--- src/rtl/sr_mem_arbiter.sv ---
// Two-port read arbiter sharing one pipelined memory between instruction fetch and data read.
// Optional build macro SR_ARB_DATA_PRIORITY_EN: data port wins every contention (no round-robin state).
module sr_mem_arbiter #(
    parameter int ADDR_W  = 32,
    parameter int DATA_W  = 32,
    parameter int LATENCY = 1
) (
    input  logic              clk,
    input  logic              rst,
    input  logic              i_req,
    input  logic [ADDR_W-1:0] i_addr,
    output logic              i_gnt,
    output logic              i_rvalid,
    output logic [DATA_W-1:0] i_rdata,
    input  logic              d_req,
    input  logic [ADDR_W-1:0] d_addr,
    output logic              d_gnt,
    output logic              d_rvalid,
    output logic [DATA_W-1:0] d_rdata,
    output logic              mem_en,
    output logic [ADDR_W-1:0] mem_addr,
    input  logic [DATA_W-1:0] mem_rdata
);

    localparam logic SRC_INSTR = 1'b0;
    localparam logic SRC_DATA  = 1'b1;

    generate
        if (LATENCY < 1 || LATENCY > 4) begin : g_bad_latency
            $error("sr_mem_arbiter: LATENCY must be within 1..4");
        end
    endgenerate

    logic                i_gnt_s;
    logic                d_gnt_s;
    logic                mem_en_s;
    logic [ADDR_W-1:0]   mem_addr_s;
    logic [LATENCY-1:0]  tag_vld_d;
    logic [LATENCY-1:0]  tag_vld_q;
    logic [LATENCY-1:0]  tag_src_d;
    logic [LATENCY-1:0]  tag_src_q;

`ifdef SR_ARB_DATA_PRIORITY_EN
    // Grant decision: data port has fixed priority on contention.
    always_comb begin
        i_gnt_s = 1'b0;
        d_gnt_s = 1'b0;
        if (!rst) begin
            i_gnt_s = 1'b0;
            d_gnt_s = 1'b0;
        end else if (i_req && d_req) begin
            d_gnt_s = 1'b1;
        end else begin
            i_gnt_s = i_req;
            d_gnt_s = d_req;
        end
    end
`else
    logic rr_last_d;
    logic rr_last_q;

    // Grant decision: on contention the port that did not win last time is served.
    always_comb begin
        i_gnt_s = 1'b0;
        d_gnt_s = 1'b0;
        if (!rst) begin
            i_gnt_s = 1'b0;
            d_gnt_s = 1'b0;
        end else if (i_req && d_req) begin
            if (rr_last_q == SRC_DATA) begin
                i_gnt_s = 1'b1;
            end else begin
                d_gnt_s = 1'b1;
            end
        end else begin
            i_gnt_s = i_req;
            d_gnt_s = d_req;
        end
    end

    // Round-robin pointer follows the most recent winner and holds across idle cycles.
    always_comb begin
        rr_last_d = rr_last_q;
        if (i_gnt_s) begin
            rr_last_d = SRC_INSTR;
        end else if (d_gnt_s) begin
            rr_last_d = SRC_DATA;
        end else begin
            rr_last_d = rr_last_q;
        end
    end

    // Round-robin pointer register; reset favours the instruction port first.
    always_ff @(posedge clk or negedge rst) begin
        if (!rst) begin
            rr_last_q <= SRC_DATA;
        end else begin
            rr_last_q <= rr_last_d;
        end
    end
`endif

    // Memory strobe and address mux.
    always_comb begin
        mem_en_s   = i_gnt_s | d_gnt_s;
        mem_addr_s = {ADDR_W{1'b0}};
        if (i_gnt_s) begin
            mem_addr_s = i_addr;
        end else if (d_gnt_s) begin
            mem_addr_s = d_addr;
        end else begin
            mem_addr_s = {ADDR_W{1'b0}};
        end
    end

    // Tag shift: stage 0 takes this cycle's grant, each later stage takes its predecessor.
    always_comb begin
        tag_vld_d    = tag_vld_q;
        tag_src_d    = tag_src_q;
        tag_vld_d[0] = mem_en_s;
        tag_src_d[0] = d_gnt_s;
        for (int i = 1; i < LATENCY; i++) begin
            tag_vld_d[i] = tag_vld_q[i-1];
            tag_src_d[i] = tag_src_q[i-1];
        end
    end

    // Tag pipeline register; reset drops every in-flight response.
    always_ff @(posedge clk or negedge rst) begin
        if (!rst) begin
            tag_vld_q <= {LATENCY{1'b0}};
            tag_src_q <= {LATENCY{1'b0}};
        end else begin
            tag_vld_q <= tag_vld_d;
            tag_src_q <= tag_src_d;
        end
    end

    assign i_gnt    = i_gnt_s;
    assign d_gnt    = d_gnt_s;
    assign mem_en   = mem_en_s;
    assign mem_addr = mem_addr_s;
    assign i_rvalid = tag_vld_q[LATENCY-1] & (tag_src_q[LATENCY-1] == SRC_INSTR);
    assign d_rvalid = tag_vld_q[LATENCY-1] & (tag_src_q[LATENCY-1] == SRC_DATA);
    assign i_rdata  = mem_rdata;
    assign d_rdata  = mem_rdata;

endmodule

--- config.mk ---
export PLATFORM = sky130hd
export DESIGN_NAME = sr_mem_arbiter
export DESIGN_NICKNAME = d
export VERILOG_FILES = /design/src/rtl/sr_mem_arbiter.sv
export SDC_FILE = /design/constraint.sdc
export NUM_CORES = 1
export LEC_CHECK = 0
export ABC_CLOCK_PERIOD_IN_PS = 1390
export BUFFER_PORTS_ARGS = -buffer_cell sky130_fd_sc_hd__buf_2
export CAP_MARGIN = 25
export CORE_MARGIN = 5
export CORE_UTILIZATION = 30
export CTS_BUF_LIST = sky130_fd_sc_hd__clkbuf_4 sky130_fd_sc_hd__clkbuf_8 sky130_fd_sc_hd__clkbuf_16
export DETAILED_ROUTE_END_ITERATION = 10
export GPL_TIMING_DRIVEN = 0
export PLACE_DENSITY = 0.81
export SLEW_MARGIN = 20
export SYNTH_ARGS = -nofsm -noshare
export SYNTH_HDL_FRONTEND = slang
export SYNTH_SLANG_ARGS = --single-unit
--- constraint.sdc ---
create_clock -name clk -period 1.39 [get_ports clk]
set_input_delay 0.278 -clock clk [delete_from_list [all_inputs] [get_ports clk]]
set_output_delay 0.278 -clock clk [all_outputs]
set_load 0.02 [all_outputs]
Word level (Yosys, flattened, before mapping)

Index checks and enable logic that the tools add are counted.

Bitwise gates (word level): 4
Multiplexer cells: 10
Reduce and logical (&&, ||, !) cells: 2

Operators by type and width:

| cell               | count |
|---|---|
| two-way mux 32 bit | 2 |
| two-way mux 1 bit  | 8 |
| bitwise AND 1 bit  | 2 |
| nonzero test 2 bit | 1 |
| logical AND 1 bit  | 1 |
| inverter 1 bit     | 1 |
| bitwise OR 1 bit   | 1 |

Output and inout port bits: 101
Flip-flop bits (word level): 3
Bits of input ports: 100

Longest topological paths before layout

Gate-level depths: netlist of run 1.

Depth in word-level cells: 5
Depth in mapped cells: 4

Worst setup path before layout of run 1

No wires, ideal clock.

Path type: register to output
From: register rr_last_q
To: output mem_addr[0]
Data arrival time: 1.302 ns
Cell stages (with the launch flop): 4
Setup slack: -0.190 ns
Buffers on the path: 1
Path through: dfstp_2 nor2b_1 buf_6 o32ai_1

Cells in the longest elaborated chain, start to end: 5
Elaborated cells on any way between the ends: 8

Ends and longest elaborated chain:

| item                   | RTL line | source |
|---|---|---|
| from (decl)            | 60       | `logic rr_last_q;` |
| from (signal assigned) | 98       | `rr_last_q <= rr_last_d;` |
| two-way mux 1 bit      | 70       | `if (rr_last_q == SRC_DATA) begin` |
| two-way mux 1 bit      | 69       | `end else if (i_req && d_req) begin` |
| two-way mux 1 bit      | 66       | `if (!rst) begin` |
| two-way mux 32 bit     | 109      | `end else if (d_gnt_s) begin` |
| two-way mux 32 bit *   | 107      | `if (i_gnt_s) begin` |
| to (decl)              | 21       | `output logic [ADDR_W-1:0] mem_addr,` |

Mark *: on every way between the ends. The rest lies on a longest branch, timed or not.

Worst setup path in the final report of run 1

From: register rr_last_q
To: output mem_addr[21]

Same word-level chain as after synthesis.

==> results.md, run 1 <==
| Result | Reported | Unit |
|---|---|---|
| Number of failing hold endpoints at the final stage | 0 | - |
| Number of nets in the finished design | 472 | - |
| Die Outline Area | 6500 | um^2 |
| Wire per inst | 15.8 | um |
| Crit path cell chain | nor2b_2 -> buf_6 -> clkbuf_16 -> o32ai_4 -> buf_6 | - |
| Post-synthesis instance total | 193 | - |
| Initial DRT Pass Iterations | 4 | - |
| Overall die height | 80.6 | um |
| Clock Latency Late Sink | 0.21 | ns |
| Number of setup violations in the final report | 34 | - |
| Initial Utilization | 0.312 | - |
| Critical path's largest stage delay | 0.54 | ns |
| Library cell used as clock root buffer | sky130_fd_sc_hd__clkbuf_8 | - |
| Number of clock buffers inserted by TritonCTS | 3 | - |
| Antenna violations before repair | 0 | - |
| H-Tree Level Count | 1 | - |
| DR DRC count | 0 | - |
| Setup TNS | -12.69 | ns |
| Post-Syn Area per Cell | 7.75 | um^2 |
| Synthesized netlist net count | 293 | - |
| Global-route wire length before repair | 10,200 | um |
| Setup crit end kind | primary output | - |
| Crit-path max FO | 6 | - |
| Slowest library cell on the worst path | sky130_fd_sc_hd__dfstp_2 | - |
| Startpoint kind of the worst setup timing path | flop | - |
| Leak Pwr | 1.55 | nW |
| Most used cell along the critical path | sky130_fd_sc_hd__buf_6 | - |
| Maximum clock frequency | 560 | MHz |
| Largest net degree at the start of global routing | 11 | - |
| Max Cap Viol | 0 | - |
| Period utilisation layout | 1.28 | - |
| Synth warnings | 0 | - |
| Wire length reported by the detailed router | 6930 | um |
| Layout Area Growth over Synthesis | 114 | % |
| Vias post-DR | 1,970 | - |
| Post-synth top area share | 0.321 | - |
| Placeable core region | 4790 | um^2 |
| Category of the most critical setup path | flop to primary output | - |
| Power density over cell area | 585 | nW/um^2 |
| Unrepaired setup endpoints after global routing | yes | - |
| Arrival time at the worst endpoint | 1.51 | ns |
| Clock edge transition at the registers on the reported setup and hold paths | 0.03 | ns |
| Number of DRC violations after detailed-routing iteration 0 | 27 | - |
| Run status | finished with violations | - |
| Number of library cell types mapped by synthesis | 16 | - |
| Transition time of the tightest slew-check pin | 0.518 | ns |
| FF-to-FF path depth | 4 | - |
| Count of antenna diodes in the layout | 0 | - |
| Clock Sinks | 3 | - |
| Fraction of final layout cells sized beyond drive strength 1 | 0.790 | - |
| Via density per instance | 4.50 | - |
| Placer Congestion | 0.712 | - |
| Die Width | 80.6 | um |
| Register area share after synthesis | 0.0510 | - |
| Source of the critical timing path | rr_last_q$_DFFE_PN1P_ | - |
| Number of storage elements in the synthesis netlist | 3 | - |
| Final HPWL from detailed placement | 5630 | um |
| Hold Slack | 0.0517 | ns |
| Number of placed I/O pins | 201 | - |
| Crit path setup slack, layout | -0.394 | ns |
| Fin crit period | 1.78 | ns |
| Syn Std Cell Area | 1500 | um^2 |
| Most area-hungry cell type in the Yosys netlist | sky130_fd_sc_hd__buf_4 | - |
| Startpoint of the most critical register-to-register path | rr_last_q$_DFFE_PN1P_ | - |
| Overall fraction of global-route tracks in use | 0.200 | - |
| Synth area leaders | sky130_fd_sc_hd__buf_4 (32%), sky130_fd_sc_hd__o32ai_2 (32%), sky130_fd_sc_hd__nand2_1 (16%), sky130_fd_sc_hd__buf_6 (6.0%), sky130_fd_sc_hd__dfrtp_1 (3.3%) | - |
| Maximum VDD drop | 0.628 | mV |
| Buffer levels on the longest clock path | 2 | - |
| Global route total overflow | 0 | - |
| Via count of the first global-routing pass | 2,242 | - |
| Register-to-Register Setup Slack | 0.19 | ns |
| Largest clock skew in the final design | 0.000969 | ns |
| Critical path data required time | 1.11 | ns |
| Endpoint of the worst register-to-register path | tag_src_q$_DFF_PN0_ | - |
| CP endpoint | mem_addr[21] | - |
| Max-Slew Margin vs Limit | 0.655 | - |
| Clock tree from TritonCTS | built | - |
| Number of max-slew violations in the final report | 0 | - |
| Violated checks | negative setup slack | - |
| ANT nets after route | 0 | - |
| Number of standard-cell rows in the floorplan | 25 | - |
| Classification of the worst-slack hold path | input pin to async pin | - |
| Input/output buffers | 168 | - |
-- how the worst min path moves through the flow --
stage / from / to / slack (ns)
final: rst / rr_last_q$_DFFE_PN1P_ / 0.05
after global routing: rst / rr_last_q$_DFFE_PN1P_ / 0.05
after CTS: rst / rr_last_q$_DFFE_PN1P_ / 0.04
after detailed placement: rst / tag_vld_q$_DFF_PN0_ / 0.11
after global placement: rst / tag_src_q$_DFF_PN0_ / 0.11
after floorplan: rst / tag_src_q$_DFF_PN0_ / -0.02
-- synthesized netlist by cell type --
cell / instances
sky130_fd_sc_hd__buf_2: 7
sky130_fd_sc_hd__nor2b_1: 2
sky130_fd_sc_hd__buf_6: 8
sky130_fd_sc_hd__dfstp_2: 1
sky130_fd_sc_hd__o32ai_2: 29
sky130_fd_sc_hd__a22o_1: 1
sky130_fd_sc_hd__inv_1: 1
sky130_fd_sc_hd__buf_4: 64
sky130_fd_sc_hd__dfrtp_1: 2
sky130_fd_sc_hd__o32ai_1: 3
sky130_fd_sc_hd__nand2_1: 65
sky130_fd_sc_hd__nor2_1: 4
sky130_fd_sc_hd__and2_1: 1
sky130_fd_sc_hd__a21bo_2: 1
sky130_fd_sc_hd__clkbuf_1: 3
sky130_fd_sc_hd__inv_2: 1
-- per-layer routing --
metal / wire, um / track usage / up-vias
met4: 84 / 0.0591 / 0
li1: - / - / 959
met1: 2220 / 0.188 / 909
met2: 4130 / 0.422 / 94
met5: 0 / 0 / -
met3: 500 / 0.0392 / 8
-- per-stage QoR --
step	cell area, um^2	utilization	setup slack [ns]	total power (W)	cells
final	3190	0.667	-0.394	0.00187	438
after CTS	3120	0.651	-0.394	0.00183	434
after global placement	2750	0.575	-0.415	0.00133	428
after global routing	3190	0.667	-0.437	0.00197	438
after floorplan	1830	-	-0.190	0.00102	193
after detailed placement	2750	0.575	-0.466	0.00135	428
-- critical path, delay by kind of cell, from the launching register on --
family	cells	cell delay [ns]
simple gates	1	0.05
compound gates	1	0.21
buf+inv	3	0.48
flops	1	0.54
-- layout by cell type, fill, tap and decap left out, types with 2 or more instances in the layout --
| master | count |
|---|---|
| sky130_fd_sc_hd__buf_12 | 6 |
| sky130_fd_sc_hd__buf_2 | 139 |
| sky130_fd_sc_hd__buf_4 | 68 |
| sky130_fd_sc_hd__buf_6 | 35 |
| sky130_fd_sc_hd__clkbuf_1 | 2 |
| sky130_fd_sc_hd__clkbuf_16 | 2 |
| sky130_fd_sc_hd__clkbuf_8 | 3 |
| sky130_fd_sc_hd__dfrtp_1 | 2 |
| sky130_fd_sc_hd__nand2_1 | 65 |
| sky130_fd_sc_hd__nor2_2 | 2 |
| sky130_fd_sc_hd__o32ai_1 | 3 |
| sky130_fd_sc_hd__o32ai_4 | 29 |
-- cell type report --
class	instances	area [um^2]
inverter	2	7.51
multi-input combinational	106	1140
buffer	81	682
sequential	3	76.3
clock buffer	4	48.8
tap	67	83.8
timing repair buffer	175	1150
fill	413	1590
-- registers in the layout (all words and copies together), names as in the netlist --
register	count
tag_vld_q	1
tag_src_q	1
rr_last_q	1
-- timing repair --
action | in CTS | in global routing
pin swaps | 0 | 1
setup endpoints to repair | 35 | 35
hold buffers | 1 | 0
buffers inserted | 1 | 1
cloned | 1 | 3
endpoints found under the hold margin | 2 | 0
gates resized for setup | 84 | 5
-- cell families (layout without fill, tap and decap cells) --
kind of cell | after synthesis | in the layout | synth area share
buffers and inverters | 84 | 262 | 0.418
and+or+nand+nor | 72 | 72 | 0.186
AOI/OAI and AO/OA | 34 | 34 | 0.346
DFF | 3 | 3 | 0.0511
-- report_power, final --
| part | leakage (nW) | total, W | internal, W | switching, W |
|---|---|---|---|---|
| sequential | 0.0359 | 0.000109 | 0.000102 | 0.00000692 |
| combinational | 1.48 | 0.00149 | 0.000738 | 0.000749 |
| clock | 0.0262 | 0.000272 | 0.000215 | 0.0000573 |
Note: power is estimated with default switching activity, not from simulation.
==> run 2, diff against run 1 <==
--- a/config.mk
+++ b/config.mk
@@ -11,9 +11,10 @@
 export CORE_MARGIN = 5
 export CORE_UTILIZATION = 30
 export CTS_BUF_LIST = sky130_fd_sc_hd__clkbuf_4 sky130_fd_sc_hd__clkbuf_8 sky130_fd_sc_hd__clkbuf_16
+export CTS_CLUSTER_DIAMETER = 30
 export DETAILED_ROUTE_END_ITERATION = 10
 export GPL_TIMING_DRIVEN = 0
-export PLACE_DENSITY = 0.81
+export PLACE_DENSITY = 0.79
 export SLEW_MARGIN = 20
 export SYNTH_ARGS = -nofsm -noshare
 export SYNTH_HDL_FRONTEND = slang
==> results.md, run 2 (synthesis gave the netlist of run 1 again) <==
| Result | Reported | Unit |
|---|---|---|
| Run status | finished with violations | - |
| Violated checks | negative setup slack | - |
| Largest clock skew in the final design | 0.00202 | ns |
| Category of cells accounting for the largest share of critical-path delay | flip-flops | - |
| Number of nets in the finished design | 472 | - |
| Power density over cell area | 578 | nW/um^2 |
| Wire per inst | 15.7 | um |
| Classification of the worst-slack hold path | input pin to async pin | - |
| Startpoint of the most critical register-to-register path | rr_last_q$_DFFE_PN1P_ | - |
| Largest registers ranked by flip-flop count | rr_last_q (1), tag_src_q (1), tag_vld_q (1) | - |
| Slowest library cell on the worst path | sky130_fd_sc_hd__dfstp_2 | - |
| Number of max-slew violations in the final report | 0 | - |
| Global route total overflow | 0 | - |
| Number of failing hold endpoints at the final stage | 0 | - |
| Antenna violations before repair | 0 | - |
| Placer Congestion | 0.742 | - |
| Critical path's largest stage delay | 0.56 | ns |
| Fraction of power consumed by sequential logic | 0.061 | - |
| Crit path setup slack, layout | -0.358 | ns |
| Placeable core region | 4790 | um^2 |
| Input/output buffers | 168 | - |
| Clock edge transition at the registers on the reported setup and hold paths | 0.03 | ns |
| Critical path data required time | 1.11 | ns |
| Share of power burned in the clock network | 0.151 | - |
| Buffer levels on the longest clock path | 2 | - |
| Clock Latency Late Sink | 0.22 | ns |
| Number of clock buffers inserted by TritonCTS | 3 | - |
| Most frequent cells in the layout | sky130_fd_sc_hd__buf_2 (138), sky130_fd_sc_hd__buf_4 (70), sky130_fd_sc_hd__nand2_1 (65), sky130_fd_sc_hd__buf_6 (35), sky130_fd_sc_hd__o32ai_4 (29) | - |
| Overall die height | 80.6 | um |
| Most frequent standard cell in the layout excluding fill and tap cells | sky130_fd_sc_hd__buf_2 | - |
| Initial DRT Pass Iterations | 4 | - |
| Inst Count DP | 428 | - |
| Leak Pwr | 1.55 | nW |
| Final Instance Count excl. Fillers | 438 | - |
| Fraction of final layout cells sized beyond drive strength 1 | 0.795 | - |
| Psw | 0.000812 | W |
| Number of placed I/O pins | 201 | - |
| ANT nets after route | 0 | - |
| Startpoint kind of the worst setup timing path | flop | - |
| Count of antenna diodes in the layout | 0 | - |
| H-Tree Level Count | 1 | - |
| Clock tree from TritonCTS | built | - |
| Post-route cell area | 3180 | um^2 |
| Die Width | 80.6 | um |
| Arrival time at the worst endpoint | 1.47 | ns |
| Setup crit end kind | primary output | - |
| Source of the critical timing path | rr_last_q$_DFFE_PN1P_ | - |
| Initial Utilization | 0.312 | - |
| Number of standard-cell rows in the floorplan | 25 | - |
| Largest net degree at the start of global routing | 11 | - |
| Via density per instance | 4.50 | - |
| Crit-path max FO | 8 | - |
| Category of the most critical setup path | flop to primary output | - |
| Logic pwr share | 0.788 | - |
| Switch share | 0.442 | - |
| Setup TNS | -11.04 | ns |
| Maximum clock frequency | 572 | MHz |
| Transition time of the tightest slew-check pin | 0.516 | ns |
| Buffer and inverter count on the worst path | 2 | - |
| Crit path cell chain | nor2b_4 -> buf_12 -> o32ai_4 -> buf_6 | - |
| Library cell used as clock root buffer | sky130_fd_sc_hd__clkbuf_8 | - |
| Fin crit period | 1.75 | ns |
| Die Outline Area | 6500 | um^2 |
| Wire length reported by the detailed router | 6880 | um |
| Number of setup violations in the final report | 34 | - |
| Vias post-DR | 1,969 | - |
| Placed standard-cell area | 2750 | um^2 |
| Unrepaired setup endpoints after global routing | yes | - |
| Number of DRC violations after detailed-routing iteration 0 | 48 | - |
| Via count of the first global-routing pass | 2,279 | - |
| Internal Power | 0.00103 | W |
| Max Cap Viol | 0 | - |
| Hold Slack | 0.0482 | ns |
| Period utilisation layout | 1.26 | - |
| Maximum VDD drop | 0.522 | mV |
| DR DRC count | 0 | - |
| Max-Slew Margin vs Limit | 0.656 | - |
| Final HPWL from detailed placement | 5570 | um |
| Clock Sinks | 3 | - |
| Global-route wire length before repair | 10,500 | um |
| Layout Area Growth over Synthesis | 113 | % |
| Overall fraction of global-route tracks in use | 0.202 | - |
## run 2: area by class of cell
cell class / instances / area (um^2)
tap: 67 / 83.8
buffer: 79 / 656
timing repair buffer: 177 / 1150
sequential: 3 / 76.3
fill: 412 / 1610
inverter: 2 / 7.51
multi-input combinational: 106 / 1150
clock buffer: 4 / 48.8
## run 2: per-stage QoR
| step | setup slack (ns) | util | total power (W) |
|---|---|---|---|
| 2_1_floorplan | -0.190 | - | 0.00102 |
| 3_3_place_gp | -0.389 | 0.575 | 0.00133 |
| 3_5_place_dp | -0.420 | 0.575 | 0.00135 |
| 4_1_cts | -0.389 | 0.664 | 0.00185 |
| 5_1_grt | -0.402 | 0.665 | 0.00193 |
| 6_report | -0.358 | 0.665 | 0.00184 |
## run 2: power by group through the flow
| stage | clock network, W | logic, W | registers (W) |
|---|---|---|---|
| floorplan | 0 | 0.000913 | 0.000107 |
| global placement | 0 | 0.00122 | 0.000108 |
| detailed placement | 0 | 0.00124 | 0.000109 |
| CTS | 0.000280 | 0.00146 | 0.000109 |
| global route | 0.000284 | 0.00154 | 0.000114 |
| finish | 0.000277 | 0.00145 | 0.000113 |
## run 2: worst reg2reg max path, delay by kind of cell, from the launching register on
family | cells | cell delay, ns
flip-flops | 1 | 0.56
buffers and inverters | 2 | 0.28
AO/OA/AOI/OAI | 1 | 0.23
AND/OR/NAND/NOR | 1 | 0.05
## run 2: what timing repair did
action | CTS | global route
hold buffers | 1 | 0
pin swaps | 1 | 3
hold endpoints to repair | 2 | 0
setup buffers | 5 | 2
gates resized for setup | 88 | 8
setup endpoints to repair | 35 | 35
gates cloned | 1 | 1
## run 2: metal layers
layer,share of wire,global-route usage,vias to the layer above
met4,0.016,0.0490,0
met5,0,0,-
li1,-,-,957
met1,0.30,0.194,907
met3,0.086,0.0415,11
met2,0.60,0.424,94
## run 2: path summary, 6_finish.rpt
kind,to,slack [ns],depth (start not counted)
max,mem_addr[2],-0.36,4
min,rr_last_q$_DFFE_PN1P_,0.05,1
max reg2reg,tag_src_q$_DFF_PN0_,0.16,4
min reg2reg,rr_last_q$_DFFE_PN1P_,0.59,1
max in group asynchronous,tag_vld_q$_DFF_PN0_,0.79,2
min in group clk,tag_vld_q$_DFF_PN0_,0.37,3
==> run 3, diff against run 2 <==
--- a/config.mk
+++ b/config.mk
@@ -15,6 +15,7 @@
 export DETAILED_ROUTE_END_ITERATION = 10
 export GPL_TIMING_DRIVEN = 0
 export PLACE_DENSITY = 0.79
+export RECOVER_POWER = 50
 export SLEW_MARGIN = 20
 export SYNTH_ARGS = -nofsm -noshare
 export SYNTH_HDL_FRONTEND = slang
==> results.md, run 3 (synthesis gave the netlist of run 1 again) <==
| Result | Reported | Unit |
|---|---|---|
| Endpoint of the worst register-to-register path | tag_src_q$_DFF_PN0_ | - |
| Number of clock buffers inserted by TritonCTS | 3 | - |
| Placer Congestion | 0.742 | - |
| Slowest library cell on the worst path | sky130_fd_sc_hd__dfstp_2 | - |
| Period utilisation layout | 1.26 | - |
| Violated checks | negative setup slack | - |
| Overall die height | 80.6 | um |
| Crit path cell chain | nor2b_4 -> buf_12 -> o32ai_4 -> buf_6 | - |
| Critical path's largest stage delay | 0.56 | ns |
| Max-Slew Margin vs Limit | 0.656 | - |
| Global route total overflow | 0 | - |
| Buffer levels on the longest clock path | 2 | - |
| Number of failing hold endpoints at the final stage | 0 | - |
| Die Outline Area | 6500 | um^2 |
| Number of DRC violations after detailed-routing iteration 0 | 46 | - |
| Antenna violations before repair | 0 | - |
| DR DRC count | 0 | - |
| Most frequent standard cell in the layout excluding fill and tap cells | sky130_fd_sc_hd__buf_2 | - |
| Overall fraction of global-route tracks in use | 0.202 | - |
| Arrival time at the worst endpoint | 1.47 | ns |
| Clock tree from TritonCTS | built | - |
| Utilization after layout | 0.656 | - |
| Unrepaired setup endpoints after global routing | yes | - |
| Final HPWL from detailed placement | 5570 | um |
| Buffer and inverter count on the worst path | 2 | - |
| Run status | finished with violations | - |
| Power density over cell area | 582 | nW/um^2 |
| Initial Utilization | 0.312 | - |
| Setup crit end kind | primary output | - |
| Count of antenna diodes in the layout | 0 | - |
| Placeable core region | 4790 | um^2 |
| Category of the most critical setup path | flop to primary output | - |
| Via density per instance | 4.49 | - |
| Category of cells accounting for the largest share of critical-path delay | flip-flops | - |
| Startpoint of the most critical register-to-register path | rr_last_q$_DFFE_PN1P_ | - |
| Die Width | 80.6 | um |
| Largest clock skew in the final design | 0.00212 | ns |
| Number of setup violations in the final report | 34 | - |
| Input/output buffers | 168 | - |
| Final Instance Count excl. Fillers | 438 | - |
| Maximum VDD drop | 0.522 | mV |
| Transition time of the tightest slew-check pin | 0.516 | ns |
| Global-route wire length before repair | 10,500 | um |
| Clock Latency Late Sink | 0.22 | ns |
| Number of placed I/O pins | 201 | - |
| Layout Area Growth over Synthesis | 110 | % |
| Most frequent cells in the layout | sky130_fd_sc_hd__buf_2 (105), sky130_fd_sc_hd__buf_4 (70), sky130_fd_sc_hd__nand2_1 (65), sky130_fd_sc_hd__buf_6 (35), sky130_fd_sc_hd__clkbuf_1 (34) | - |
| Classification of the worst-slack hold path | input pin to async pin | - |
| Critical path data required time | 1.11 | ns |
| Wire length reported by the detailed router | 6890 | um |
| Wire per inst | 15.7 | um |
| FF-to-FF path depth | 4 | - |
| Placed standard-cell area | 2750 | um^2 |
| Via count of the first global-routing pass | 2,279 | - |
| Placement-stage worst setup slack | -0.420 | ns |
| Startpoint kind of the worst setup timing path | flop | - |
| ANT nets after route | 0 | - |
| Inst Count DP | 428 | - |
| Largest registers ranked by flip-flop count | rr_last_q (1), tag_src_q (1), tag_vld_q (1) | - |
| Number of max-slew violations in the final report | 0 | - |
| Initial DRT Pass Iterations | 4 | - |
| H-Tree Level Count | 1 | - |
| Clock Sinks | 3 | - |
| Leak Pwr | 1.45 | nW |
| Number of nets in the finished design | 472 | - |
| Post-route cell area | 3140 | um^2 |
| Largest net degree at the start of global routing | 11 | - |
| Max Cap Viol | 0 | - |
| Register-to-Register Setup Slack | 0.16 | ns |
| Clock edge transition at the registers on the reported setup and hold paths | 0.03 | ns |
| Maximum clock frequency | 572 | MHz |
| Vias post-DR | 1,968 | - |
| Fin crit period | 1.75 | ns |
| Number of standard-cell rows in the floorplan | 25 | - |
| Library cell used as clock root buffer | sky130_fd_sc_hd__clkbuf_8 | - |
| Crit path setup slack, layout | -0.357 | ns |
| Fraction of final layout cells sized beyond drive strength 1 | 0.706 | - |
| Crit-path max FO | 8 | - |
run 3: cell types whose count changed in the layout (fill, tap and decap cells not counted), sizes merged:
cell    before  now
clkbuf       8   41
buf        251  218
run 3: per-layer routing:
layer | global-route usage | vias to the layer above | share of wire
met1 | 0.194 | 907 | 0.30
met3 | 0.0415 | 11 | 0.085
li1 | - | 956 | -
met5 | 0 | - | 0
met4 | 0.0490 | 0 | 0.015
met2 | 0.424 | 94 | 0.60
run 3: repair_timing:
| item | 4_1_cts | 5_1_grt |
|---|---|---|
| resized for setup | 88 | 8 |
| setup endpoints to repair | 35 | 35 |
| buffers inserted | 5 | 2 |
| cloned | 1 | 1 |
| endpoints found under the hold margin | 2 | 0 |
| pin swaps | 1 | 3 |
| hold buffers | 1 | 0 |
run 3: worst reg2reg max path, delay by kind of cell, from the launching register on:
family / cells / cell delay (ns)
buf+inv: 2 / 0.28
simple gates: 1 / 0.05
compound gates: 1 / 0.23
flops: 1 / 0.56
run 3: area by class of cell:
class	instances	area, um^2
Timing Repair Buffer	177	1110
Multi-Input combinational cell	106	1150
Sequential cell	3	76.3
Clock buffer	4	48.8
Tap cell	67	83.8
Fill cell	434	1650
Inverter	2	7.51
Buffer	79	656
run 3: power by group:
part           leakage (nW)  switching [W]  internal, W
registers            0.0359      0.0000104     0.000102
logic                  1.39       0.000742     0.000694
clock network        0.0262      0.0000614     0.000215
run 3: per-stage QoR:
| stage | total power, W | hold slack (ns) | TNS [ns] |
|---|---|---|---|
| floorplan | 0.00102 | -0.0176 | -1.88 |
| global placement | 0.00133 | 0.113 | -11.39 |
| detailed placement | 0.00135 | 0.118 | -12.17 |
| CTS | 0.00185 | 0.0439 | -12.52 |
| global route | 0.00192 | 0.0522 | -12.75 |
| finish | 0.00183 | 0.0484 | -11.03 |
run 3: worst max-delay path by stage:
stage / from / endpoint / cells past startpoint
after floorplan: rr_last_q$_DFFE_PN1P_ / mem_addr[0] / 3
after global placement: rst / mem_addr[13] / 5
after detailed placement: rst / mem_addr[6] / 5
after CTS: rr_last_q$_DFFE_PN1P_ / mem_addr[28] / 5
after global routing: rr_last_q$_DFFE_PN1P_ / mem_addr[10] / 4
final: rr_last_q$_DFFE_PN1P_ / mem_addr[2] / 4
